==> src/rtl/rgb_pwm_pkg.sv <==
// Shared constants and types for the RGB LED PWM/blink/breathe controller.
package rgb_pwm_pkg;

  localparam logic [3:0] ADDR_CR0      = 4'd0;
  localparam logic [3:0] ADDR_PRESC_LO = 4'd1;
  localparam logic [3:0] ADDR_PRESC_HI = 4'd2;
  localparam logic [3:0] ADDR_ON_TIME  = 4'd3;
  localparam logic [3:0] ADDR_OFF_TIME = 4'd4;
  localparam logic [3:0] ADDR_DUTY_R   = 4'd5;
  localparam logic [3:0] ADDR_DUTY_G   = 4'd6;
  localparam logic [3:0] ADDR_DUTY_B   = 4'd7;
  localparam logic [3:0] ADDR_BR_STEP  = 4'd8;

  localparam int unsigned CR0_EN  = 7;
  localparam int unsigned CR0_BRE = 6;

  typedef enum logic [1:0] {IDLE, WARM, ON, OFF} state_t;

  typedef struct packed {
    logic       en;
    logic       bre;
    logic [9:0] presc;
    logic [7:0] on_time;
    logic [7:0] off_time;
    logic [7:0] duty_r;
    logic [7:0] duty_g;
    logic [7:0] duty_b;
    logic [7:0] br_step;
  } regs_t;

  // Frame-aligned copies of the timing/fade settings; duties live in each channel.
  typedef struct packed {
    logic       bre;
    logic [7:0] on_time;
    logic [7:0] off_time;
    logic [7:0] br_step;
  } shd_t;

endpackage

==> src/rtl/rgb_pwm_if.sv <==
// Byte-wide write-only register bus between the SoC and the LED controller.
interface rgb_pwm_if;
  logic       cs;
  logic       we;
  logic [3:0] addr;
  logic [7:0] wdat;

  modport master (output cs, we, addr, wdat);
  modport slave  (input  cs, we, addr, wdat);
endinterface

==> src/rtl/rgb_pwm_chan.sv <==
// One LED channel: frame-aligned duty shadow, fade scaling, compare and output register.
module rgb_pwm_chan
  import rgb_pwm_pkg::*;
#(
  parameter int unsigned DUTY_W = 8
) (
  input  logic              clk,
  input  logic              rst,
  input  logic              load,
  input  logic [DUTY_W-1:0] duty_nxt,
  input  logic              bre,
  input  state_t            state,
  input  state_t            state_nxt,
  input  logic [7:0]        lvl,
  input  logic [DUTY_W-1:0] cnt,
  output logic              pwm
);

  logic [DUTY_W-1:0] duty_q;
  logic [DUTY_W-1:0] eff;
  logic [DUTY_W+7:0] prod;
  logic              gate;

  always_comb begin
    prod = (DUTY_W+8)'(duty_q) * (DUTY_W+8)'({1'b0, lvl} + 9'd1);
    eff  = '0;
    if (bre)
      eff = DUTY_W'(prod >> 8);
    else if (state == ON)
      eff = duty_q;
    gate = ((state == ON) || (state == OFF)) && (state_nxt != IDLE);
  end

  always_ff @(posedge clk) begin
    if (rst) begin
      duty_q <= '0;
      pwm    <= 1'b0;
    end else begin
      if (load)
        duty_q <= duty_nxt;
      pwm <= gate && (cnt < eff);
    end
  end

endmodule

==> src/rtl/rgb_pwm_ctrl.sv <==
// Three-channel LED PWM controller: register file, prescaler, frame counter,
// fade level and the IDLE/WARM/ON/OFF sequencing FSM.
module rgb_pwm_ctrl
  import rgb_pwm_pkg::*;
#(
  parameter int unsigned PRESC_W = 10,
  parameter int unsigned DUTY_W  = 8
) (
  input  logic       clk,
  input  logic       rst,
  rgb_pwm_if.slave   bus,
  output logic [2:0] rgb_pwm,
  output logic       rgbled_en,
  output logic       on_phase
);

  regs_t               regs_q, regs_d;
  shd_t                shd_q;
  state_t              state_q, state_d;
  logic [PRESC_W-1:0]  pcnt;
  logic [DUTY_W-1:0]   cnt;
  logic [7:0]          fcnt_q, fcnt_d;
  logic [7:0]          lvl;
  logic [8:0]          lvl_up;
  logic                tick, frame_start, run;
  logic [2:0][7:0]     duty_nxt;

  // regs_d doubles as the write-through source for shadows on a frame_start edge.
  always_comb begin
    regs_d = regs_q;
    if (bus.cs && bus.we) begin
      case (bus.addr)
        ADDR_CR0: begin
          regs_d.en  = bus.wdat[CR0_EN];
          regs_d.bre = bus.wdat[CR0_BRE];
        end
        ADDR_PRESC_LO: regs_d.presc[7:0] = bus.wdat;
        ADDR_PRESC_HI: regs_d.presc[9:8] = bus.wdat[1:0];
        ADDR_ON_TIME:  regs_d.on_time    = bus.wdat;
        ADDR_OFF_TIME: regs_d.off_time   = bus.wdat;
        ADDR_DUTY_R:   regs_d.duty_r     = bus.wdat;
        ADDR_DUTY_G:   regs_d.duty_g     = bus.wdat;
        ADDR_DUTY_B:   regs_d.duty_b     = bus.wdat;
        ADDR_BR_STEP:  regs_d.br_step    = bus.wdat;
        default: ;
      endcase
    end
  end

  assign tick        = (state_q != IDLE) && (pcnt >= regs_q.presc);
  assign frame_start = tick && (cnt == '1);
  assign run         = (state_q != IDLE) && (state_d != IDLE);
  assign lvl_up      = {1'b0, lvl} + {1'b0, shd_q.br_step};
  assign duty_nxt    = {regs_d.duty_b, regs_d.duty_g, regs_d.duty_r};

  always_comb begin
    state_d = state_q;
    fcnt_d  = fcnt_q;
    if (!regs_q.en) begin
      state_d = IDLE;
    end else begin
      case (state_q)
        IDLE: state_d = WARM;
        WARM: if (frame_start) begin
          if (fcnt_q != '0) begin
            state_d = ON;
            fcnt_d  = '0;
          end else begin
            fcnt_d = fcnt_q + 8'd1;
          end
        end
        ON: if (frame_start) begin
          if (shd_q.on_time == '0) begin
            fcnt_d = '0;
          end else if (fcnt_q == shd_q.on_time - 8'd1) begin
            state_d = OFF;
            fcnt_d  = '0;
          end else begin
            fcnt_d = fcnt_q + 8'd1;
          end
        end
        OFF: if (frame_start) begin
          if ((shd_q.off_time == '0) || (fcnt_q == shd_q.off_time - 8'd1)) begin
            state_d = ON;
            fcnt_d  = '0;
          end else begin
            fcnt_d = fcnt_q + 8'd1;
          end
        end
        default: state_d = IDLE;
      endcase
    end
    if (state_d == IDLE)
      fcnt_d = '0;
  end

  always_ff @(posedge clk) begin
    if (rst) begin
      regs_q    <= '0;
      shd_q     <= '0;
      state_q   <= IDLE;
      fcnt_q    <= '0;
      pcnt      <= '0;
      cnt       <= '0;
      lvl       <= '0;
      rgbled_en <= 1'b0;
      on_phase  <= 1'b0;
    end else begin
      regs_q    <= regs_d;
      state_q   <= state_d;
      fcnt_q    <= fcnt_d;
      rgbled_en <= (state_d != IDLE);
      on_phase  <= (state_d == ON);
      if (frame_start)
        shd_q <= '{bre: regs_d.bre, on_time: regs_d.on_time,
                   off_time: regs_d.off_time, br_step: regs_d.br_step};
      if (!run) begin
        pcnt <= '0;
        cnt  <= '0;
        lvl  <= '0;
      end else begin
        pcnt <= tick ? '0 : pcnt + 1'b1;
        if (tick)
          cnt <= cnt + 1'b1;
        // Fade steps toward the state being entered, so the first ON frame is already lit.
        if (frame_start) begin
          if (state_d == ON)
            lvl <= lvl_up[8] ? 8'hFF : lvl_up[7:0];
          else if (state_d == OFF)
            lvl <= (lvl < shd_q.br_step) ? 8'h00 : lvl - shd_q.br_step;
        end
      end
    end
  end

  for (genvar i = 0; i < 3; i++) begin : g_chan
    rgb_pwm_chan #(.DUTY_W(DUTY_W)) u_chan (
      .clk       (clk),
      .rst       (rst),
      .load      (frame_start),
      .duty_nxt  (duty_nxt[i]),
      .bre       (shd_q.bre),
      .state     (state_q),
      .state_nxt (state_d),
      .lvl       (lvl),
      .cnt       (cnt),
      .pwm       (rgb_pwm[i])
    );
  end

endmodule

==> src/flat_wrapper.sv <==
// flat-port wrapper written by rule: the top's interface ports become plain ports
module rgb_pwm_ctrl_flat import rgb_pwm_pkg::*;
#(
  parameter int unsigned PRESC_W = 10,
  parameter int unsigned DUTY_W  = 8
)
  (clk, rst, rgb_pwm, rgbled_en, on_phase, bus_cs, bus_we, bus_addr, bus_wdat);
  rgb_pwm_if bus_i ();
  input  logic clk;
  input  logic rst;
  output logic [2:0] rgb_pwm;
  output logic rgbled_en;
  output logic on_phase;
  input wire logic [$bits(bus_i.cs)-1:0] bus_cs;
  input wire logic [$bits(bus_i.we)-1:0] bus_we;
  input wire logic [$bits(bus_i.addr)-1:0] bus_addr;
  input wire logic [$bits(bus_i.wdat)-1:0] bus_wdat;
  assign bus_i.cs = bus_cs;
  assign bus_i.we = bus_we;
  assign bus_i.addr = bus_addr;
  assign bus_i.wdat = bus_wdat;
  rgb_pwm_ctrl #(.PRESC_W(PRESC_W), .DUTY_W(DUTY_W)) u_core (.clk(clk), .rst(rst), .bus(bus_i), .rgb_pwm(rgb_pwm), .rgbled_en(rgbled_en), .on_phase(on_phase));
endmodule
==> config.mk <==
export PLATFORM = sky130hd
export DESIGN_NAME = rgb_pwm_ctrl_flat
export DESIGN_NICKNAME = d
export VERILOG_FILES = /design/src/rtl/rgb_pwm_pkg.sv /design/src/rtl/rgb_pwm_if.sv /design/src/rtl/rgb_pwm_chan.sv /design/src/rtl/rgb_pwm_ctrl.sv /design/src/flat_wrapper.sv
export SDC_FILE = /design/constraint.sdc
export NUM_CORES = 1
export LEC_CHECK = 0
export CELL_PAD_IN_SITES_DETAIL_PLACEMENT = 1
export CELL_PAD_IN_SITES_GLOBAL_PLACEMENT = 1
export CORE_MARGIN = 3
export CORE_UTILIZATION = 46
export DETAILED_ROUTE_END_ITERATION = 7
export HOLD_SLACK_MARGIN = 0.05
export MAX_ROUTING_LAYER = met4
export PLACE_DENSITY_LB_ADDON = 0.05
export SYNTH_ARGS = -nofsm -noshare
export SYNTH_HDL_FRONTEND = slang
export SYNTH_HIERARCHICAL = 1
export SYNTH_SLANG_ARGS = --single-unit
export TNS_END_PERCENT = 1
==> constraint.sdc <==
create_clock -name clk -period 6.4 [get_ports clk]
set_clock_uncertainty 0.05 [all_clocks]
set_input_delay 1.6 -clock clk [delete_from_list [all_inputs] [get_ports clk]]
set_output_delay 1.6 -clock clk [all_outputs]
set_load 0.01 [all_outputs]
==> metrics.txt <==
Synth area leader=dfxtp_1; DRC Markers=0; area share of the largest cell type after synthesis=0.203; Critical R2R Capture=u_core/g_chan[2].u_chan/pwm; Sum Neg Setup Slack=0 ns; Chip Height=185 um; most common cell in the netlist=nor2_1; r2r setup slk=0.28 ns; Worst-path clk slew=0.07 ns; register area share after synthesis=0.203; final net count=1959; Netlist Area Pre-Place=14800 um2; WP data arrival=6.43 ns; CP Launch Point=u_core/lvl[0]; Post-DRT Antenna Nets=0; Warnings, synthesis=6; Sink Count=150; number of DRC markers in iteration 0=422; Hold Path Class=register to register; CTS Hold Bufs=0; Mapped Cells=1638; min Tclk post-route=6.12 ns; root buf cell=clkbuf_16; Setup crit end=u_core/g_chan[2].u_chan/pwm; Synth Register Bits=150; top fanout value on the critical path=16; Post-Route WL=41.0 mm; final setup margin=0.284 ns; first-pass GRT wire length=66.0 mm; Worst R2R Start=u_core/lvl[0]; FF-to-FF path depth=25; Pins Over Slew Limit=0; CP endpoint kind=register; Worst Path Required=6.71 ns; Post-synth EDFFs=0; Hold Vio Cnt, Final=0; CTS HTree Levels=4; fraction of registers with async set/reset=0; average wire per standard cell=19.7 um; # rows=65; status=completed; cts bufs inserted=17; routed vias=11500; 1st-pass router iterations=5; Max-Cap Viols=0; pre-CTS setup slack=-0.253 ns; Die ar.=34300 um2; total power divided by cell area=124 nW/um2; Post-synth top cells=176 x nor2_1, 174 x inv_1, 154 x ha_1; critical path startpoint category=register; largest net degree at the start of global routing=82; Total Routing Usage GR=0.253; worst skew pair latency=0.44 ns; area delta synth->final=11.3%; I/O pin count=21; Peak VDD IR=0.175 mV; Pleak=7.30 nW; routed vias/inst=5.50; Netlist cell types=87; core area=31600 um2; share of post-route cells with drive strength above 1=0.109; Final GP Congestion=0.904; gr ovfl total=0; Initial Util=0.468; fin crit share=0.956; CTS Buffer Depth=2; critical path class=register to register; relative slew slack=0.210; ys flop type=dfxtp_1; Port Buffer Count=20; vias in the first global route=12300; DP HPWL=30.6 mm; fmax=164 MHz; CTS tree=built; top post-synthesis cells by area=dfxtp_1 20%, fa_1 17%, ha_1 13%; Net Count, Synth=1930; diodes inserted=0; Mapped Avg Cell Area=9.03 um2; # setup viols final=0; initial antenna violation count=0; Worst-Margin Slew=1.18 ns; Die X-Extent=185 um
-- how the worst min path moves through the flow --
stage          slack [ns]              to            from  depth (start not counted)
2_1_floorplan        0.39  u_core/pcnt[0]  u_core/pcnt[0]                          1
3_3_place_gp         0.40  u_core/pcnt[0]  u_core/pcnt[0]                          1
3_5_place_dp         0.41  u_core/pcnt[0]  u_core/pcnt[0]                          1
4_1_cts              0.43  u_core/pcnt[0]  u_core/pcnt[0]                          1
5_1_grt              0.45  u_core/pcnt[0]  u_core/pcnt[0]                          1
6_report             0.43  u_core/pcnt[0]  u_core/pcnt[0]                          1
-- layout make-up --
type                            instances  area (um2)
Fill cell                            3630       15200
Tap cell                              402         503
Inverter                              174         653
Multi-Input combinational cell       1257       11100
Clock buffer                           17         425
Clock inverter                         15         185
Timing Repair Buffer                   67         567
Sequential cell                       150        3010
-- sequential cells by signal, summed over array words and instances, names as in the netlist --
signal,cells
u_core/regs_q,60
u_core/shd_q,25
u_core/g_chan.u_chan/duty_q,24
u_core/pcnt,10
u_core/cnt,8
u_core/fcnt_q,8
u_core/lvl,8
u_core/g_chan.u_chan/pwm,3
u_core/state_q,2
u_core/on_phase,1
u_core/rgbled_en,1
-- power breakdown --
group / switching, mW / internal (mW)
logic: 0.0377 / 0.0162
registers: 0.00106 / 0.935
clock network: 0.453 / 0.593
total: 0.491 / 1.54
-- per-layer routing --
metal | global-route usage | routed length [um]
met3 | 0.0228 | 700
met1 | 0.335 | 19700
met5 | - | 0
met2 | 0.421 | 19900
met4 | 0.0603 | 741
-- metrics by stage --
stage               power (mW)  instances  cell area [um2]   util  hold WS (ns)
floorplan                0.980       1638            14800      -         0.387
global placement          1.01       2040            15500  0.491         0.405
detailed placement        1.01       2040            15500  0.491         0.414
CTS                       2.06       2072            16200  0.511         0.431
global route              2.10       2082            16500  0.521         0.445
finish                    2.04       2082            16500  0.521         0.433
-- kinds of logic (layout without fill, tap and decap cells) --
kind of cell / Yosys count / in the layout / synth area share
XOR/XNOR: 93 / 93 / 0.0568
multiplexers: 84 / 84 / 0.0590
adder cells (fa/ha/maj): 276 / 276 / 0.295
flip-flops: 150 / 150 / 0.203
AND/OR/NAND/NOR: 603 / 603 / 0.222
AO/OA/AOI/OAI: 201 / 201 / 0.102
buffers and inverters: 231 / 273 / 0.0618
-- placed cells by master (no fill, tap or decap), types with 6 or more instances in the layout --
cell type / n
a31oi_1: 11
o21a_1: 6
nand2_1: 67
inv_6: 6
clkdlybuf4s50_1: 19
mux2_2: 25
xnor2_1: 49
inv_1: 174
a22oi_1: 6
and3_1: 16
or3_1: 7
a221oi_2: 6
a21oi_1: 30
mux2i_1: 59
dfxtp_1: 146
nor2b_1: 120
a21o_1: 18
xor2_1: 33
clkbuf_16: 17
fa_1: 122
and2b_1: 10
nand3_1: 22
nor3_1: 18
a211oi_1: 31
o21bai_1: 7
and2_1: 64
nand2b_1: 33
nand3b_1: 7
nand4_1: 15
ha_1: 149
nor2_1: 173
o21ai_0: 25
buf_4: 46
-- what timing repair did --
action                                  4_1_cts  5_1_grt
pin swaps                                     0        4
setup buffers                                 0       10
gates resized for setup                       7       39
endpoints found under the setup margin        3        3
-- worst max-delay path, cell delays in order, from the launching register on --
cell and delay [ns]:
dfxtp_2 0.38, buf_12 0.17, ha_2 0.23, nand3_1 0.12
xor2_1 0.16, buf_4 0.17, nand2b_1 0.16, fa_1 0.47
fa_1 0.50, inv_1 0.06, fa_1 0.53, inv_1 0.05
fa_1 0.52, inv_1 0.04, ha_1 0.30, o21a_1 0.14
o2111ai_2 0.23, o21ai_4 0.12, a31o_1 0.24, a211oi_2 0.19
ha_1 0.28, a21o_1 0.16, a21o_1 0.20, a2111oi_4 0.38
nand2_1 0.09, o21ai_1 0.12
No activity file was read; power rests on OpenSTA's default activity.
